==> src/rtl/stage_ex.sv <==
// Execute stage: single-cycle ALU, branch resolution and multiply, plus a
// 32-iteration restoring divider that stalls upstream while it runs.
module stage_ex (
  input  logic        clk,
  input  logic        rst_n,
  input  logic [31:0] busa_in,
  input  logic [31:0] busb_in,
  input  logic [31:0] imm_in,
  input  logic [2:0]  funct3_in,
  input  logic [6:0]  op_in,
  input  logic [31:0] pc_in,
  input  logic [4:0]  rd_in,
  input  logic        ras_ena_in,
  output logic [31:0] alu_out,
  output logic [31:0] busb_out,
  output logic [4:0]  rd_out,
  output logic [6:0]  op_out,
  output logic [2:0]  funct3_out,
  output logic        ras_ena_out,
  output logic        branch_taken,
  output logic [31:0] branch_target,
  output logic        stall
);

  localparam logic [6:0] OpcOp     = 7'b0110011;
  localparam logic [6:0] OpcOpImm  = 7'b0010011;
  localparam logic [6:0] OpcLui    = 7'b0110111;
  localparam logic [6:0] OpcAuipc  = 7'b0010111;
  localparam logic [6:0] OpcJal    = 7'b1101111;
  localparam logic [6:0] OpcJalr   = 7'b1100111;
  localparam logic [6:0] OpcBranch = 7'b1100011;
  localparam logic [6:0] OpcLoad   = 7'b0000011;
  localparam logic [6:0] OpcStore  = 7'b0100011;

  typedef enum logic [1:0] {StIdle, StDiv, StDone} div_state_e;

  div_state_e  state_q, state_d;
  logic [4:0]  count_q, count_d;
  logic [31:0] rem_q, rem_d, quot_q, quot_d, dvsr_q, dvsr_d;
  logic        stall_int;

  // Decode
  logic [6:0]  funct7;
  logic        is_muldiv, is_base_op, div_op, div_signed, div_zero, div_ovf, div_start;
  logic        a_neg, b_neg;
  logic [31:0] a_mag, b_mag;

  assign funct7     = imm_in[11:5];
  assign is_muldiv  = (op_in == OpcOp) && (funct7 == 7'b0000001);
  assign is_base_op = (funct7 == 7'b0000000) || (funct7 == 7'b0100000);
  assign div_op     = is_muldiv && funct3_in[2];
  assign div_signed = ~funct3_in[0];
  assign div_zero   = (busb_in == 32'd0);
  assign div_ovf    = div_signed && (busa_in == 32'h8000_0000) && (busb_in == 32'hFFFF_FFFF);
  assign div_start  = div_op && !div_zero && !div_ovf;
  assign a_neg      = div_signed & busa_in[31];
  assign b_neg      = div_signed & busb_in[31];
  assign a_mag      = a_neg ? 32'd0 - busa_in : busa_in;
  assign b_mag      = b_neg ? 32'd0 - busb_in : busb_in;

  // ALU
  logic [31:0] op_b, sra_res, alu_res;
  logic [4:0]  shamt;
  logic        alt, is_sub;

  assign op_b    = (op_in == OpcOpImm) ? imm_in : busb_in;
  assign shamt   = op_b[4:0];
  assign alt     = imm_in[10];
  assign is_sub  = (op_in == OpcOp) && alt;
  assign sra_res = $unsigned($signed(busa_in) >>> shamt);

  always_comb begin
    alu_res = '0;
    case (funct3_in)
      3'b000:  alu_res = is_sub ? busa_in - op_b : busa_in + op_b;
      3'b001:  alu_res = busa_in << shamt;
      3'b010:  alu_res = {31'd0, $signed(busa_in) < $signed(op_b)};
      3'b011:  alu_res = {31'd0, busa_in < op_b};
      3'b100:  alu_res = busa_in ^ op_b;
      3'b101:  alu_res = alt ? sra_res : busa_in >> shamt;
      3'b110:  alu_res = busa_in | op_b;
      3'b111:  alu_res = busa_in & op_b;
      default: alu_res = '0;
    endcase
  end

  // Multiply: sign-extend to 64 bits so the low 64 bits of the product are exact
  logic        mul_a_sgn, mul_b_sgn;
  logic [63:0] mul_a, mul_b, prod;
  logic [31:0] mul_res;

  assign mul_a_sgn = (funct3_in[1:0] != 2'b11) & busa_in[31];
  assign mul_b_sgn = (funct3_in[1:0] == 2'b01) & busb_in[31];
  assign mul_a     = {{32{mul_a_sgn}}, busa_in};
  assign mul_b     = {{32{mul_b_sgn}}, busb_in};
  assign prod      = mul_a * mul_b;
  assign mul_res   = (funct3_in[1:0] == 2'b00) ? prod[31:0] : prod[63:32];

  // Divide results: bypass cases and sign fix-up of the FSM result
  logic [31:0] div_bypass, div_q_fix, div_r_fix, div_res;

  always_comb begin
    if (div_zero) div_bypass = funct3_in[1] ? busa_in : 32'hFFFF_FFFF;
    else          div_bypass = funct3_in[1] ? 32'd0   : 32'h8000_0000;
  end

  assign div_q_fix = (a_neg ^ b_neg) ? 32'd0 - quot_q : quot_q;
  assign div_r_fix = a_neg ? 32'd0 - rem_q : rem_q;
  assign div_res   = funct3_in[1] ? div_r_fix : div_q_fix;

  // Divider FSM: dividend shifts out of quot_q while quotient bits shift in
  logic [32:0] shifted, diff;

  assign shifted = {rem_q, quot_q[31]};
  assign diff    = shifted - {1'b0, dvsr_q};

  always_comb begin
    state_d   = state_q;
    count_d   = count_q;
    rem_d     = rem_q;
    quot_d    = quot_q;
    dvsr_d    = dvsr_q;
    stall_int = 1'b0;
    case (state_q)
      StIdle: begin
        if (div_start) begin
          stall_int = 1'b1;
          state_d   = StDiv;
          count_d   = 5'd0;
          rem_d     = 32'd0;
          quot_d    = a_mag;
          dvsr_d    = b_mag;
        end
      end
      StDiv: begin
        stall_int = 1'b1;
        count_d   = count_q + 5'd1;
        if (!diff[32]) begin
          rem_d  = diff[31:0];
          quot_d = {quot_q[30:0], 1'b1};
        end else begin
          rem_d  = shifted[31:0];
          quot_d = {quot_q[30:0], 1'b0};
        end
        if (count_q == 5'd31) state_d = StDone;
      end
      StDone:  state_d = StIdle;
      default: state_d = StIdle;
    endcase
  end

  // Reset must silence stall even when a divide is sitting at the input
  assign stall = stall_int & rst_n;

  // Output register next-state
  logic        valid;
  logic [31:0] alu_d, busb_d, target_d;
  logic        taken_d, cond;

  always_comb begin
    case (funct3_in)
      3'b000:  cond = (busa_in == busb_in);
      3'b001:  cond = (busa_in != busb_in);
      3'b100:  cond = ($signed(busa_in) < $signed(busb_in));
      3'b101:  cond = ($signed(busa_in) >= $signed(busb_in));
      3'b110:  cond = (busa_in < busb_in);
      3'b111:  cond = (busa_in >= busb_in);
      default: cond = 1'b0;
    endcase
  end

  always_comb begin
    valid    = 1'b0;
    alu_d    = '0;
    busb_d   = '0;
    taken_d  = 1'b0;
    target_d = '0;
    if (!stall_int) begin
      case (op_in)
        OpcOp: begin
          if (state_q == StDone) begin
            valid = 1'b1;
            alu_d = div_res;
          end else if (is_muldiv) begin
            valid = 1'b1;
            alu_d = funct3_in[2] ? div_bypass : mul_res;
          end else if (is_base_op) begin
            valid = 1'b1;
            alu_d = alu_res;
          end
        end
        OpcOpImm: begin
          valid = 1'b1;
          alu_d = alu_res;
        end
        OpcLui: begin
          valid = 1'b1;
          alu_d = imm_in;
        end
        OpcAuipc: begin
          valid = 1'b1;
          alu_d = pc_in + imm_in;
        end
        OpcJal: begin
          valid    = 1'b1;
          alu_d    = pc_in + 32'd4;
          taken_d  = 1'b1;
          target_d = pc_in + imm_in;
        end
        OpcJalr: begin
          valid    = 1'b1;
          alu_d    = pc_in + 32'd4;
          taken_d  = 1'b1;
          target_d = (busa_in + imm_in) & 32'hFFFF_FFFE;
        end
        OpcBranch: begin
          valid    = 1'b1;
          taken_d  = cond;
          target_d = pc_in + imm_in;
        end
        OpcLoad, OpcStore: begin
          valid  = 1'b1;
          alu_d  = busa_in + imm_in;
          busb_d = busb_in;
        end
        default: valid = 1'b0;
      endcase
    end
  end

  always_ff @(posedge clk or negedge rst_n) begin
    if (!rst_n) begin
      state_q       <= StIdle;
      count_q       <= '0;
      rem_q         <= '0;
      quot_q        <= '0;
      dvsr_q        <= '0;
      alu_out       <= '0;
      busb_out      <= '0;
      rd_out        <= '0;
      op_out        <= '0;
      funct3_out    <= '0;
      ras_ena_out   <= 1'b0;
      branch_taken  <= 1'b0;
      branch_target <= '0;
    end else begin
      state_q       <= state_d;
      count_q       <= count_d;
      rem_q         <= rem_d;
      quot_q        <= quot_d;
      dvsr_q        <= dvsr_d;
      alu_out       <= alu_d;
      busb_out      <= busb_d;
      rd_out        <= valid ? rd_in : 5'd0;
      op_out        <= valid ? op_in : 7'd0;
      funct3_out    <= valid ? funct3_in : 3'd0;
      ras_ena_out   <= valid & ras_ena_in;
      branch_taken  <= taken_d;
      branch_target <= target_d;
    end
  end

endmodule

==> config.mk <==
export PLATFORM = sky130hd
export DESIGN_NAME = stage_ex
export DESIGN_NICKNAME = d
export VERILOG_FILES = /design/src/rtl/stage_ex.sv
export SDC_FILE = /design/constraint.sdc
export NUM_CORES = 2
export LEC_CHECK = 0
export CAP_MARGIN = 15
export CORE_MARGIN = 8
export CORE_UTILIZATION = 32
export CTS_CLUSTER_DIAMETER = 50
export CTS_CLUSTER_SIZE = 16
export DETAILED_ROUTE_END_ITERATION = 7
export GPL_TIMING_DRIVEN = 0
export PLACE_DENSITY = 0.53
export SETUP_SLACK_MARGIN = 0.05
export SYNTH_ARGS = -nofsm -noshare
export SYNTH_HDL_FRONTEND = slang
export SYNTH_SLANG_ARGS = --single-unit
==> constraint.sdc <==
create_clock -name clk -period 9.55 [get_ports clk]
set_clock_uncertainty 0.15 [all_clocks]
set_input_delay 0.955 -clock clk [delete_from_list [all_inputs] [get_ports clk]]
set_output_delay 0.955 -clock clk [all_outputs]
set_load 0.02 [all_outputs]
# After elaboration in Yosys (flattened, before gate mapping)
# Index checks and enable logic that the tools add are counted.
[word_totals]
n_memories = 0
wordCells = 144
ff_bits = 216
romBits = 0
inputBits = 146
ram_bits = 0
latch_bits = 0
output_inout_bits = 114
[classes]
n_eq_ne = 29
n_lt_le_gt_ge = 6
mul = 1
n_mux = 47
n_addsub = 11
n_shift = 3
n_bitwise = 11
div_mod_pow = 0
n_reduce_logical = 23
[ops]
columns = ["op", "count"]
rows = [
  ["two-way mux 32 bit", 23],
  ["one-hot mux 32 bit (8 select lines)", 1],
  ["one-hot mux 32 bit (2 select lines)", 3],
  ["one-hot mux 32 bit (6 select lines)", 1],
  ["< comparator 32 bit", 4],
  ["subtractor 1 x 32 -> 32 bit, first input constant", 4],
  ["adder 32 bit", 3],
  ["equality test 32 bit, second input constant", 2],
  ["greater-or-equal comparator 32 bit", 2],
  ["multiplier 33 x 33 -> 64 bit", 1],
  ["subtractor 33 x 32 -> 33 bit", 1],
  ["adder 32 x 3 -> 32 bit, second input constant", 1],
  ["AND 32 bit", 1],
  ["equality test 32 bit", 1],
  ["zero test 32 bit", 1],
  ["inequality test 32 bit", 1],
  ["bitwise OR 32 bit", 1],
  ["left shift 32 x 5 -> 32 bit", 1],
  ["right shift 32 x 5 -> 32 bit", 1],
  [">>> shifter 32 x 5 -> 32 bit", 1],
  ["subtractor 32 bit", 1],
  ["XOR 32 bit", 1],
  ["equality test 7 x 6 -> 1 bit, second input constant", 4],
  ["equality test 7 bit, second input constant", 3],
  ["33 further kinds", 68],
]

# Longest topological paths before layout
[depth]
word_depth = 10
ltp_mapped = 32

# Worst setup path after synthesis
# OpenSTA, ideal clock, no wires.
[synth_timing]
path_kind = "input port to flip-flop"
startpoint = "input port busa_in[31]"
endpoint = "register alu_out[28]"
n_path_buf = 3
cell_stages = 32
arrival_time_ns = 9.214
setup_time_ns = 0.087
setup_slack_ns = 0.099
cell_sequence = "clkbuf_1 -> a21boi_0 -> clkbuf_1 -> nand2_1 -> inv_1 -> fa_1 -> inv_1 -> fa_1 -> inv_1 -> fa_1 -> fa_1 -> inv_1 -> fa_1 -> inv_1 -> fa_1 -> inv_1 -> fa_1 -> fa_1 -> inv_1 -> ha_1 -> clkbuf_1 -> a21o_1 -> a21o_1 -> a211oi_1 -> o311a_1 -> o21ai_0 -> o41ai_1 -> mux2i_1 -> o221ai_1 -> o311ai_0 -> o21ai_0 -> o211ai_1"
[synth_between]
elab_chain_len = 8
word_cells_on_any_way = 26
classes_between = "mul: 1; eq/ne: 1; shift: 3; mux: 14; bitwise: 3; reduce/logical: 4"
[synth_lines]
columns = ["element", "line", "source"]
rows = [
  ["from (decl)", "6", "input logic [31:0] busa_in,"],
  ["AND 1 bit (tied with other cells)", "92", "assign mul_a_sgn = (funct3_in[1:0] != 2'b11) & busa_in[31];"],
  ["multiplier 33 x 33 -> 64 bit (tied with other cells)", "96", "assign prod = mul_a * mul_b;"],
  ["two-way mux 32 bit (tied with other cells)", "97", "assign mul_res = (funct3_in[1:0] == 2'b00) ? prod[31:0] : prod[63:32];"],
  ["two-way mux 32 bit (tied with other cells)", "186", "alu_d = funct3_in[2] ? div_bypass : mul_res;"],
  ["two-way mux 32 bit / logical AND 1 bit (equally long branches)", "184, 55", ""],
  ["two-way mux 32 bit / two-way mux 1 bit (equally long branches)", "181, 126", ""],
  ["one-hot mux 32 bit (6 select lines) / one-hot mux 1 bit (2 select lines) (equally long branches)", "179, 124", ""],
  ["two-way mux 32 bit *", "178", "if (!stall_int) begin"],
  ["via alu_d[28]", "157", "logic [31:0] alu_d, busb_d, target_d;"],
  ["to (signal assigned)", "252", "alu_out <= alu_d;"],
  ["to (decl)", "14", "output logic [31:0] alu_out,"],
]
# The timed path passes the listed nets; every way through them passes the cells marked *.
# A chain may end at the register's enable or synchronous reset.

# Final worst setup path
[layout_timing]
startpoint = "input port busa_in[0]"
endpoint = "register alu_out[20]"
[layout_between]
elab_chain_len = 8
word_cells_on_any_way = 24
classes_between = "add/sub: 3; mul: 1; eq/ne: 1; shift: 3; mux: 12; reduce/logical: 4"
[layout_lines]
columns = ["element", "line"]
rows = [
  ["branches (longest 7 deep; another with multiplier 33 x 33 -> 64 bit)", "-"],
  ["two-way mux 32 bit *", "178"],
  ["via alu_d[20]", "157"],
]
# Mark *: on every way through the listed nets, which the timed path passes.

==> impl_metrics.json <==
{
  "vias": 69800,
  "dp_cells": 11600,
  "wl_per_cell_um": 38.9,
  "synth_edf_count": 0,
  "worstSetupPathType": "in -> reg",
  "cts_hold_buf": 0,
  "avgSynthCellArea_um2": 7.98,
  "synth_warnings": 0,
  "die_w_um": 476,
  "r2r_end": "alu_out[16]",
  "violations": "setup timing",
  "antenna_left": 0,
  "die_area_um2": 226000,
  "clk_pin_slew_ps": 50,
  "worst_slew_pin_slew_ps": 1410,
  "grtUsageTotal_pct": 39.2,
  "grt_max_degree": 77,
  "slowest_stage": "fa_1",
  "antenna_found_initial": 44,
  "row_count": 168,
  "cts_tree": "done",
  "grt_pass1_vias": 69700,
  "htreeDepth": 2,
  "dr.pass1.iters": 7,
  "hold_class": "in -> async",
  "synth_flop_cell": "dfrtp_1",
  "hold_viol": 0,
  "synth_cells": 8474,
  "r2r_setup_slack_ps": 3980,
  "crit_top_cell": "fa_1",
  "crit_path_end": "alu_out[20]",
  "cts_buffers": 37,
  "clk_latency_ps": 580,
  "routed_wirelength_mm": 458,
  "rsz0062_at_grt": "false",
  "final_core_util_pct": 38.0,
  "clockBufferDepth": 3,
  "outcome": "complete, but fails checks",
  "reg2reg_depth": 12,
  "maxCapViolCount": 0,
  "portBuffers": 255,
  "ys_seq_area_share_pct": 7.99,
  "final_cells": 11800,
  "syn_nets": 10200,
  "initial_core_util_pct": 32.2,
  "drc": 0,
  "dpl.hpwl_mm": 382,
  "worst_slack_ps": -14.2,
  "syn_area_um2": 67600,
  "crit_arrival_ps": 9810,
  "slowest_delay_ps": 510,
  "core_area_um2": 210000,
  "gp_congestion": 1.09,
  "rr_startpoint": "rem_q[6]",
  "vias_per_cell": 5.94,
  "synth_cell_type_count": 101,
  "nNetsFinal": 10600,
  "overflow": 0,
  "cp-startpoint": "busa_in[0]",
  "async_flop_share_pct": 100,
  "cp-end-kind": "flip-flop",
  "drive_gt1_share_pct": 9.84,
  "min_period_ps": 9560,
  "setup_tns_ps": -14.2,
  "die_h_um": 476,
  "fmax_mhz": 105,
  "setup_violations": 1,
  "min_period_over_period_pct": 100,
  "ys_ff_latch": 216,
  "io_pins": 260,
  "area_delta_synth_final_pct": 17.9,
  "timing.slew.headroom_pct": 5.99,
  "worstPathMaxFanout": 13,
  "grt_pass1_wl_mm": 610,
  "cts_num_sinks": 216,
  "crit_path_start_kind": "input port",
  "drt-initial-drc-count": 7958,
  "cp.required_ps": 9800,
  "cts_root_buf": "clkbuf_16",
  "final_max_slew_viol_count": 0
}
## state kept, by name (all words and copies together), names as in the netlist
register       count
alu_out           32
branch_taken       1
branch_target     32
busb_out          32
count_q            5
dvsr_q            32
funct3_out         3
op_out             7
quot_q            32
ras_ena_out        1
rd_out             5
rem_q             32
state_q            2
## how the worst min path moves through the flow
stage                             end  startpoint  slack [ps]  cells past startpoint
finish              branch_target[28]       rst_n         230                      1
global route        branch_target[28]       rst_n         280                      1
CTS                 branch_target[28]       rst_n         240                      1
detailed placement         dvsr_q[22]  dvsr_q[22]         320                      2
global placement            dvsr_q[1]   dvsr_q[1]         310                      2
floorplan                  count_q[3]  count_q[3]         300                      1
## routing by layer
layer / wire length, µm / vias to the layer above / share of wire, % / global-route usage, %
li1: - / 28300 / - / -
met5: 115 / - / 0.025 / 0
met3: 42600 / 1392 / 9.3 / 9.05
met1: 171000 / 35500 / 37 / 47.0
met4: 47700 / 18 / 10 / 31.2
met2: 197000 / 4589 / 43 / 60.5
## per-stage QoR
stage / cell area (µm²) / hold WS (ps) / setup slack, ps
5_1_grt: 79600 / 278 / 14.4
3_5_place_dp: 75000 / 322 / -4910
2_1_floorplan: 67600 / 299 / 98.9
6_report: 79700 / 230 / -14.2
3_3_place_gp: 73700 / 315 / -5760
4_1_cts: 78800 / 243 / 30.1
## final cells by class
cell class | count | area, µm²
clock inverters | 27 | 359
plain buffers | 514 | 3630
flip-flops and latches | 216 | 5410
well taps | 2805 | 3510
multi-input cells | 6265 | 55700
clock buffers | 41 | 961
fillers | 22400 | 130000
diodes | 28 | 70.1
repair buffers | 415 | 4460
inverters | 1446 | 5600
## critical path: cells and delay by family
family / cells / cell delay, ps
xor gates and xnor gates: 1 / 250
buffers and inverters: 10 / 2120
adders and majority gates: 9 / 4230
and+or+nand+nor: 2 / 670
AOI/OAI and AO/OA: 8 / 1500
## logic make-up after synthesis
kind of cell | Yosys count | synth area share [%]
AO/OA/AOI/OAI | 1667 | 16.0
XOR/XNOR | 314 | 4.07
adder cells (fa/ha/maj) | 1605 | 42.3
buffers and inverters | 1993 | 11.3
flip-flops | 216 | 7.99
multiplexers | 117 | 1.92
AND/OR/NAND/NOR | 2562 | 16.5
## cell usage in the layout (no fill, tap or decap), types with 96 or more instances in the layout
cell type           n
dfrtp_1           216
inv_1            1388
nand3_1           149
mux2i_1            96
o21ai_0           371
buf_4             148
nor3_1            139
a21oi_1           393
nor2_1            674
nand2_1          1165
clkbuf_1          180
fa_1             1104
ha_1              440
xnor2_1           233
clkdlybuf4s50_1   199
## cell usage after synthesis, types with 78 or more instances
library cell | instances | area share, %
buf_1 | 110 | 0.61
nand2_1 | 1171 | 6.5
ha_1 | 475 | 8.8
nor3_1 | 143 | 1.1
a31oi_1 | 78 | 0.72
inv_1 | 1424 | 7.9
dfrtp_1 | 216 | 8.0
xnor2_1 | 237 | 3.1
a21oi_1 | 404 | 3.0
clkbuf_1 | 371 | 2.1
a21o_1 | 90 | 1.0
nor2_1 | 684 | 3.8
fa_1 | 1130 | 33
a211oi_1 | 85 | 0.94
nand3_1 | 150 | 1.1
o21ai_0 | 390 | 2.9
o211ai_1 | 81 | 0.90
mux2i_1 | 97 | 1.4
## timing repair
item / in CTS / in global routing
pin swaps: 43 / 55
endpoints found under the setup margin: 32 / 31
setup buffers: 58 / 27
gates resized for setup: 1006 / 254
Power is left out: the tool's default activity adds up to more than one toggle a clock period on the data nets, which glitch-free logic cannot reach.
